File: config.mk
export PLATFORM = sky130hd
export DESIGN_NAME = xy_arb
export DESIGN_NICKNAME = d
export VERILOG_FILES = /design/src/rtl/xy_pkg.sv /design/src/rtl/xy_incr_dp.sv /design/src/rtl/xy_arb.sv
export SDC_FILE = /design/constraint.sdc
export NUM_CORES = 1
export LEC_CHECK = 0
export ABC_AREA = 1
export CAP_MARGIN = 20
export CORE_ASPECT_RATIO = 1.1
export CORE_UTILIZATION = 44
export CTS_CLUSTER_DIAMETER = 40
export DETAILED_ROUTE_END_ITERATION = 10
export PLACE_DENSITY = 0.85
export REMOVE_ABC_BUFFERS = 1
export SLEW_MARGIN = 15
export SYNTH_ARGS = -nofsm -noshare
export SYNTH_HDL_FRONTEND = slang
export SYNTH_HIERARCHICAL = 1
export SYNTH_SLANG_ARGS = --single-unit
File: constraint.sdc
create_clock -name clk -period 1.47 [get_ports clk]
set_input_delay 0.147 -clock clk [delete_from_list [all_inputs] [get_ports clk]]
set_output_delay 0.147 -clock clk [all_outputs]
set_load 0.02 [all_outputs]
File: src/rtl/xy_pkg.sv
// xy_pkg
// Shared types and constants for the x/y increment arbiter.
//   xy_state_t        : controller states (IDLE, EXEC, RESP)
//   xy_side_t         : requester identity (SIDE_X, SIDE_Y)
//   XY_LAST_GRANT_RST : last_grant value after reset; Y so that X wins
//                       the first tie.
package xy_pkg;

  typedef enum logic [1:0] {
    IDLE = 2'd0,
    EXEC = 2'd1,
    RESP = 2'd2
  } xy_state_t;

  typedef enum logic {
    SIDE_X = 1'b0,
    SIDE_Y = 1'b1
  } xy_side_t;

  localparam xy_side_t XY_LAST_GRANT_RST = SIDE_Y;

endpackage

File: src/rtl/xy_incr_dp.sv
// xy_incr_dp
// Incrementer datapath shared by the X and Y requesters.
// Ports:
//   clk, rst         : clock, asynchronous active-low reset
//   load, operand_in : capture a new operand into the operand register
//   load_x, load_y   : write operand+1 and its carry into the X / Y
//                      result registers
//   res_x, wrap_x    : X result register and wrap flag
//   res_y, wrap_y    : Y result register and wrap flag
module xy_incr_dp #(
  parameter int WIDTH = 4
) (
  input  logic             clk,
  input  logic             rst,
  input  logic             load,
  input  logic [WIDTH-1:0] operand_in,
  input  logic             load_x,
  input  logic             load_y,
  output logic [WIDTH-1:0] res_x,
  output logic             wrap_x,
  output logic [WIDTH-1:0] res_y,
  output logic             wrap_y
);

  logic [WIDTH-1:0] operand;
  logic [WIDTH:0]   sum;

  // One extra bit on the adder so the carry-out becomes the wrap flag.
  assign sum = {1'b0, operand} + (WIDTH+1)'(1);

  always_ff @(posedge clk or negedge rst) begin
    if (!rst) begin
      operand <= '0;
    end else if (load) begin
      operand <= operand_in;
    end
  end

  // Each result register only moves when its own side is being served,
  // so the idle side keeps presenting its previous result.
  always_ff @(posedge clk or negedge rst) begin
    if (!rst) begin
      res_x  <= '0;
      wrap_x <= 1'b0;
      res_y  <= '0;
      wrap_y <= 1'b0;
    end else begin
      if (load_x) begin
        res_x  <= sum[WIDTH-1:0];
        wrap_x <= sum[WIDTH];
      end
      if (load_y) begin
        res_y  <= sum[WIDTH-1:0];
        wrap_y <= sum[WIDTH];
      end
    end
  end

endmodule

File: src/rtl/xy_arb.sv
// xy_arb
// Round-robin arbiter and sequencer for the shared x/y incrementer.
// Ports:
//   clk, rst                            : clock, asynchronous active-low reset
//   req_{x,y}_valid/data/ready          : operand request handshake
//   rsp_{x,y}_valid/data/wrap/ready     : result response handshake
//   busy                                : controller is not in IDLE
//   served_x, served_y                  : saturating completed-transaction counts
module xy_arb #(
  parameter int WIDTH = 4,
  parameter int CNT_W = 8
) (
  input  logic             clk,
  input  logic             rst,
  input  logic             req_x_valid,
  input  logic [WIDTH-1:0] req_x_data,
  output logic             req_x_ready,
  input  logic             req_y_valid,
  input  logic [WIDTH-1:0] req_y_data,
  output logic             req_y_ready,
  output logic             rsp_x_valid,
  output logic [WIDTH-1:0] rsp_x_data,
  output logic             rsp_x_wrap,
  input  logic             rsp_x_ready,
  output logic             rsp_y_valid,
  output logic [WIDTH-1:0] rsp_y_data,
  output logic             rsp_y_wrap,
  input  logic             rsp_y_ready,
  output logic             busy,
  output logic [CNT_W-1:0] served_x,
  output logic [CNT_W-1:0] served_y
);

  import xy_pkg::*;

  xy_state_t        state;
  xy_side_t         grant;
  xy_side_t         last_grant;
  logic             accept;
  xy_side_t         accept_side;
  logic [WIDTH-1:0] operand_in;
  logic             load_x;
  logic             load_y;
  logic             rsp_done;

  // Arbitration: a lone requester wins outright; on a tie the side that was
  // not served last wins. Ready is gated by reset so every output reads 0
  // while reset is held, even with a request pending.
  always_comb begin
    req_x_ready = 1'b0;
    req_y_ready = 1'b0;
    if (rst && state == IDLE) begin
      if (req_x_valid && req_y_valid) begin
        if (last_grant == SIDE_Y) begin
          req_x_ready = 1'b1;
        end else begin
          req_y_ready = 1'b1;
        end
      end else begin
        req_x_ready = req_x_valid;
        req_y_ready = req_y_valid;
      end
    end
  end

  assign accept      = req_x_ready | req_y_ready;
  assign accept_side = req_y_ready ? SIDE_Y : SIDE_X;
  assign operand_in  = req_y_ready ? req_y_data : req_x_data;
  assign load_x      = (state == EXEC) && (grant == SIDE_X);
  assign load_y      = (state == EXEC) && (grant == SIDE_Y);

  // Only the granted side's consumer can close the transaction.
  assign rsp_done = (state == RESP) &&
                    (((grant == SIDE_X) && rsp_x_ready) ||
                     ((grant == SIDE_Y) && rsp_y_ready));

  xy_incr_dp #(
    .WIDTH(WIDTH)
  ) u_dp (
    .clk        (clk),
    .rst        (rst),
    .load       (accept),
    .operand_in (operand_in),
    .load_x     (load_x),
    .load_y     (load_y),
    .res_x      (rsp_x_data),
    .wrap_x     (rsp_x_wrap),
    .res_y      (rsp_y_data),
    .wrap_y     (rsp_y_wrap)
  );

  // Controller: one transaction at a time, IDLE -> EXEC -> RESP -> IDLE.
  // busy, response valids and service counters are registered here.
  always_ff @(posedge clk or negedge rst) begin
    if (!rst) begin
      state       <= IDLE;
      grant       <= SIDE_X;
      last_grant  <= XY_LAST_GRANT_RST;
      busy        <= 1'b0;
      rsp_x_valid <= 1'b0;
      rsp_y_valid <= 1'b0;
      served_x    <= '0;
      served_y    <= '0;
    end else begin
      case (state)
        IDLE: begin
          if (accept) begin
            state      <= EXEC;
            grant      <= accept_side;
            last_grant <= accept_side;
            busy       <= 1'b1;
          end
        end
        EXEC: begin
          state <= RESP;
          if (grant == SIDE_X) begin
            rsp_x_valid <= 1'b1;
          end else begin
            rsp_y_valid <= 1'b1;
          end
        end
        RESP: begin
          if (rsp_done) begin
            state <= IDLE;
            busy  <= 1'b0;
            if (grant == SIDE_X) begin
              rsp_x_valid <= 1'b0;
              if (served_x != {CNT_W{1'b1}}) begin
                served_x <= served_x + CNT_W'(1);
              end
            end else begin
              rsp_y_valid <= 1'b0;
              if (served_y != {CNT_W{1'b1}}) begin
                served_y <= served_y + CNT_W'(1);
              end
            end
          end
        end
        default: begin
          state <= IDLE;
          busy  <= 1'b0;
        end
      endcase
    end
  end

endmodule
==> impl_metrics.prom <==
# TYPE chip_impl_metric gauge
chip_impl_info{name="run_status",value="completed"} 1
chip_impl_metric{name="post-dp-hpwl",unit="mm"} 2.936
chip_impl_metric{name="yosysWarningCount",unit=""} 6
chip_impl_metric{name="worst_slew_margin_rel",unit="%"} 68.93
chip_impl_metric{name="die_span_x",unit="um"} 64.09
chip_impl_metric{name="postRouteWirelength",unit="mm"} 3.862
chip_impl_metric{name="asyncSetResetFlopFracSynth",unit="%"} 100.0
chip_impl_metric{name="synth_to_final_area_change",unit="%"} 36.35
chip_impl_metric{name="synthesized_flop_and_latch_total",unit=""} 37
chip_impl_metric{name="depth_of_the_worst_register_to_register_path",unit=""} 5
chip_impl_metric{name="number_of_remaining_drc_errors",unit=""} 0
chip_impl_metric{name="final-max-slew-violation-count",unit=""} 0
chip_impl_metric{name="cp_data_required_time",unit="ns"} 1.32
chip_impl_metric{name="worst_setup_hold_path_clk_slew",unit="ns"} 0.07
chip_impl_metric{name="numPortBuffers",unit=""} 44
chip_impl_metric{name="pwr-share-seq",unit="%"} 39.8
chip_impl_metric{name="irDropWorstVdd",unit="mV"} 0.8606
chip_impl_metric{name="slew_at_the_pin_closest_to_its_max_slew_limit",unit="ns"} 0.4661
chip_impl_metric{name="clk_path_buf_depth",unit=""} 2
chip_impl_metric{name="chipHeight",unit="um"} 70.29
chip_impl_metric{name="worst-path-stages",unit=""} 1
chip_impl_metric{name="cpPeakStageDelay",unit="ns"} 0.64
chip_impl_metric{name="power",unit="mW"} 4.257
chip_impl_metric{name="syn-cell-area",unit="sq um"} 1866
chip_impl_metric{name="comb_power_share",unit="%"} 43.4
chip_impl_metric{name="clk_latency",unit="ns"} 0.28
chip_impl_info{name="timing.critical_path.max_delay_family",value="buffers and inverters"} 1
chip_impl_metric{name="floorplan.die_area",unit="sq um"} 4505
chip_impl_metric{name="globalRoute.totalOverflow",unit=""} 0
chip_impl_metric{name="fp.coreArea",unit="sq um"} 4024
chip_impl_metric{name="crit_path_max_fanout",unit=""} 4
chip_impl_metric{name="firstDrtPassIters",unit=""} 4
chip_impl_metric{name="worst-endpoint-arrival",unit="ns"} 1.30
chip_impl_metric{name="timing.clock.skew",unit="ns"} 0.003751
chip_impl_metric{name="global_route_wire_length_before_repair",unit="mm"} 6.423
chip_impl_metric{name="clock_power_share",unit="%"} 16.8
chip_impl_metric{name="final_period_minus_worst_setup_slack",unit="ns"} 1.452
chip_impl_info{name="synth_most_common_cell",value="sky130_fd_sc_hd__nand2_1"} 1
chip_impl_metric{name="synth_cell_type_count",unit=""} 24
chip_impl_info{name="clock_tree.root_cell",value="sky130_fd_sc_hd__clkbuf_8"} 1
chip_impl_info{name="synth_top_cell_by_area",value="sky130_fd_sc_hd__dfrtp_1"} 1
chip_impl_metric{name="io_pins",unit=""} 45
chip_impl_metric{name="number_of_buffers_created_by_cts",unit=""} 5
chip_impl_metric{name="max_cap_viol_count",unit=""} 0
chip_impl_metric{name="setup_viol_count_final",unit=""} 0
chip_impl_info{name="hold_path.class",value="in2async"} 1
chip_impl_info{name="critical_path.slowest_cell",value="sky130_fd_sc_hd__clkdlybuf4s50_1"} 1
chip_impl_metric{name="power.switching",unit="mW"} 1.660
chip_impl_metric{name="finalSetupTns",unit="ns"} 0
chip_impl_metric{name="min_period_over_period",unit="%"} 98.77
chip_impl_metric{name="cellInternalPower",unit="mW"} 2.597
chip_impl_metric{name="post_synth_inst_count",unit=""} 232
chip_impl_metric{name="fp-row-count",unit=""} 24
chip_impl_metric{name="floorplan.initialDensity",unit="%"} 46.36
chip_impl_metric{name="timing.final.hold_violations",unit=""} 0
chip_impl_metric{name="total_routing_resource_utilization_after_global_routing",unit="%"} 18.18
chip_impl_metric{name="wl_per_cell",unit="um"} 11.16
chip_impl_metric{name="gp_congestion",unit=""} 0.8632
chip_impl_info{name="synth-main-ff-cell",value="sky130_fd_sc_hd__dfrtp_1"} 1
chip_impl_metric{name="number_of_antenna_violations_at_the_first_check_in_global_routing",unit=""} 0
chip_impl_metric{name="avgViaCountPerCell",unit=""} 4.789
chip_impl_info{name="crit_path_cell_trace",value="clkdlybuf4s50_1"} 1
chip_impl_metric{name="grt_max_degree",unit=""} 38
chip_impl_metric{name="fmax",unit="MHz"} 688.7
chip_impl_metric{name="antennaDiodeCount",unit=""} 0
chip_impl_info{name="crit_path_start_kind",value="flip-flop"} 1
chip_impl_metric{name="utilization",unit="%"} 63.22
chip_impl_metric{name="first_global_vias",unit=""} 1504
chip_impl_info{name="timing_worst_setup_path_type",value="reg2out"} 1
chip_impl_metric{name="drt_first_iter_violations",unit=""} 118
chip_impl_metric{name="power_per_cell_area",unit="nW/um^2"} 1673
chip_impl_metric{name="via_count",unit=""} 1657
chip_impl_metric{name="number_of_h_tree_branching_levels",unit=""} 2
chip_impl_metric{name="r2r_slack",unit="ns"} 0.09
chip_impl_info{name="synth_common_cells",value="93 x sky130_fd_sc_hd__nand2_1, 36 x sky130_fd_sc_hd__dfrtp_1, 24 x sky130_fd_sc_hd__inv_1, 14 x sky130_fd_sc_hd__nand3_1, 12 x sky130_fd_sc_hd__o21ai_0"} 1
chip_impl_metric{name="final_layout_size_suffix_gt1_share",unit="%"} 12.59
chip_impl_info{name="clock_tree_from_tritoncts",value="built"} 1
chip_impl_metric{name="power.share.switching",unit="%"} 39.00
chip_impl_metric{name="synth_sequential_area_ratio",unit="%"} 49.70
chip_impl_metric{name="clock_sink_count",unit=""} 37
chip_impl_metric{name="layout.nets",unit=""} 310
chip_impl_metric{name="postRouteAntennaNets",unit=""} 0
chip_impl_metric{name="synth_edf_count",unit=""} 0
chip_impl_metric{name="critPathBufInv",unit=""} 1
chip_impl_metric{name="avgSynthCellArea",unit="sq um"} 8.041
chip_impl_metric{name="p_leak",unit="nW"} 1.319
chip_impl_info{name="cell_types_with_the_largest_area_share_after_synthesis",value="sky130_fd_sc_hd__dfrtp_1 48%, sky130_fd_sc_hd__nand2_1 19%, sky130_fd_sc_hd__inv_1 4.8%"} 1
chip_impl_info{name="crit_path_end_kind",value="output pin"} 1
chip_impl_metric{name="yosysTopAreaCellShare",unit="%"} 48.29
cells in the final DEF (no fill, tap or decap):
cell type / count
sky130_fd_sc_hd__nand2_1: 93
sky130_fd_sc_hd__dfrtp_1: 36
sky130_fd_sc_hd__clkdlybuf4s50_1: 27
sky130_fd_sc_hd__inv_1: 24
sky130_fd_sc_hd__nand3_1: 14
sky130_fd_sc_hd__o21ai_0: 12
sky130_fd_sc_hd__nor2_1: 10
sky130_fd_sc_hd__dlygate4sd2_1: 10
sky130_fd_sc_hd__buf_4: 10
sky130_fd_sc_hd__clkbuf_8: 6
sky130_fd_sc_hd__nand4_1: 5
sky130_fd_sc_hd__o21ai_1: 5
sky130_fd_sc_hd__nand2_2: 4
sky130_fd_sc_hd__xnor2_1: 4
sky130_fd_sc_hd__dlymetal6s2s_1: 4
sky130_fd_sc_hd__a21oi_1: 3
sky130_fd_sc_hd__xor2_1: 3
sky130_fd_sc_hd__nor2_2: 2
sky130_fd_sc_hd__nor2_4: 2
sky130_fd_sc_hd__nand2_4: 2
sky130_fd_sc_hd__ha_2: 2
sky130_fd_sc_hd__clkbuf_1: 2
sky130_fd_sc_hd__buf_2: 2
sky130_fd_sc_hd__mux2_1: 2
sky130_fd_sc_hd__nand3_4: 1
sky130_fd_sc_hd__a211oi_2: 1
sky130_fd_sc_hd__nand3b_1: 1
sky130_fd_sc_hd__inv_2: 1
sky130_fd_sc_hd__nand3_2: 1
sky130_fd_sc_hd__inv_4: 1
sky130_fd_sc_hd__dlymetal6s4s_1: 1
sky130_fd_sc_hd__dfstp_2: 1
sky130_fd_sc_hd__mux2_2: 1
sky130_fd_sc_hd__ha_1: 1
final cells by class:
class | count | area (sq um)
timing repair buffer | 54 | 505.5
tap | 52 | 65.06
clock buffer | 8 | 90.09
fill | 370 | 1480
inverter | 26 | 100.1
multi-input combinational | 169 | 855.8
sequential | 37 | 927.1
final timing paths:
path                                from              end
hold reg to reg            u_dp/res_x[1]    u_dp/res_x[1]
max in group asynchronous            rst       last_grant
hold / removal                       rst      served_x[7]
setup / recovery             served_x[1]      served_x[1]
setup reg to reg                state[1]  u_dp/operand[0]
min in group clk                     rst         state[0]
kinds of logic after synthesis:
group                      after synthesis  synth area share [%]
AOI/OAI and AO/OA                       21                 5.768
xor gates and xnor gates                 7                 3.286
adders and majority gates                3                 2.012
buffers and inverters                   26                 5.366
DFF                                     37                 49.70
muxes                                    3                 1.811
and+or+nand+nor                        135                 32.06
metal layers:
| layer | share of wire [%] | global-route usage (%) | vias up |
|---|---|---|---|
| li1 | - | - | 856 |
| met1 | 43 | 22.25 | 765 |
| met2 | 53 | 31.21 | 34 |
| met3 | 3.4 | 4.085 | 2 |
| met4 | 0.60 | 6.061 | 0 |
| met5 | 0 | 0 | - |
stage by stage:
step	setup WS (ns)	instance area [sq um]	hold WS, ns	instances
after CTS	0.000005107	2511	0.4830	346
after global placement	-0.2211	2434	0.2837	337
after global routing	-0.02434	2544	0.2279	346
final	0.01805	2544	0.1635	346
after floorplan	0.04386	1866	-0.1486	232
after detailed placement	-0.2441	2434	0.2868	337
registers in the layout, indices dropped and copies added, names as in the netlist:
name	count
busy	1
grant	1
last_grant	1
rsp_x_valid	1
rsp_y_valid	1
served_x	8
served_y	8
state	2
u_dp/operand	4
u_dp/res_x	4
u_dp/res_y	4
u_dp/wrap_x	1
u_dp/wrap_y	1
power groups by stage:
stage / combinational, mW / sequential, mW / clock, mW
after floorplan: 0.762 / 1.94 / 0
after global placement: 1.80 / 1.69 / 0
after detailed placement: 1.85 / 1.71 / 0
after CTS: 1.81 / 1.69 / 0.729
after global routing: 2.04 / 1.74 / 0.766
final: 1.85 / 1.69 / 0.715
repair_timing:
action | CTS | global route
hold buffers | 1 | 0
setup buffers | 0 | 1
setup endpoints to repair | 12 | 16
resized for setup | 19 | 9
endpoints found under the hold margin | 36 | 0
Note: power is estimated with default switching activity, not from simulation.
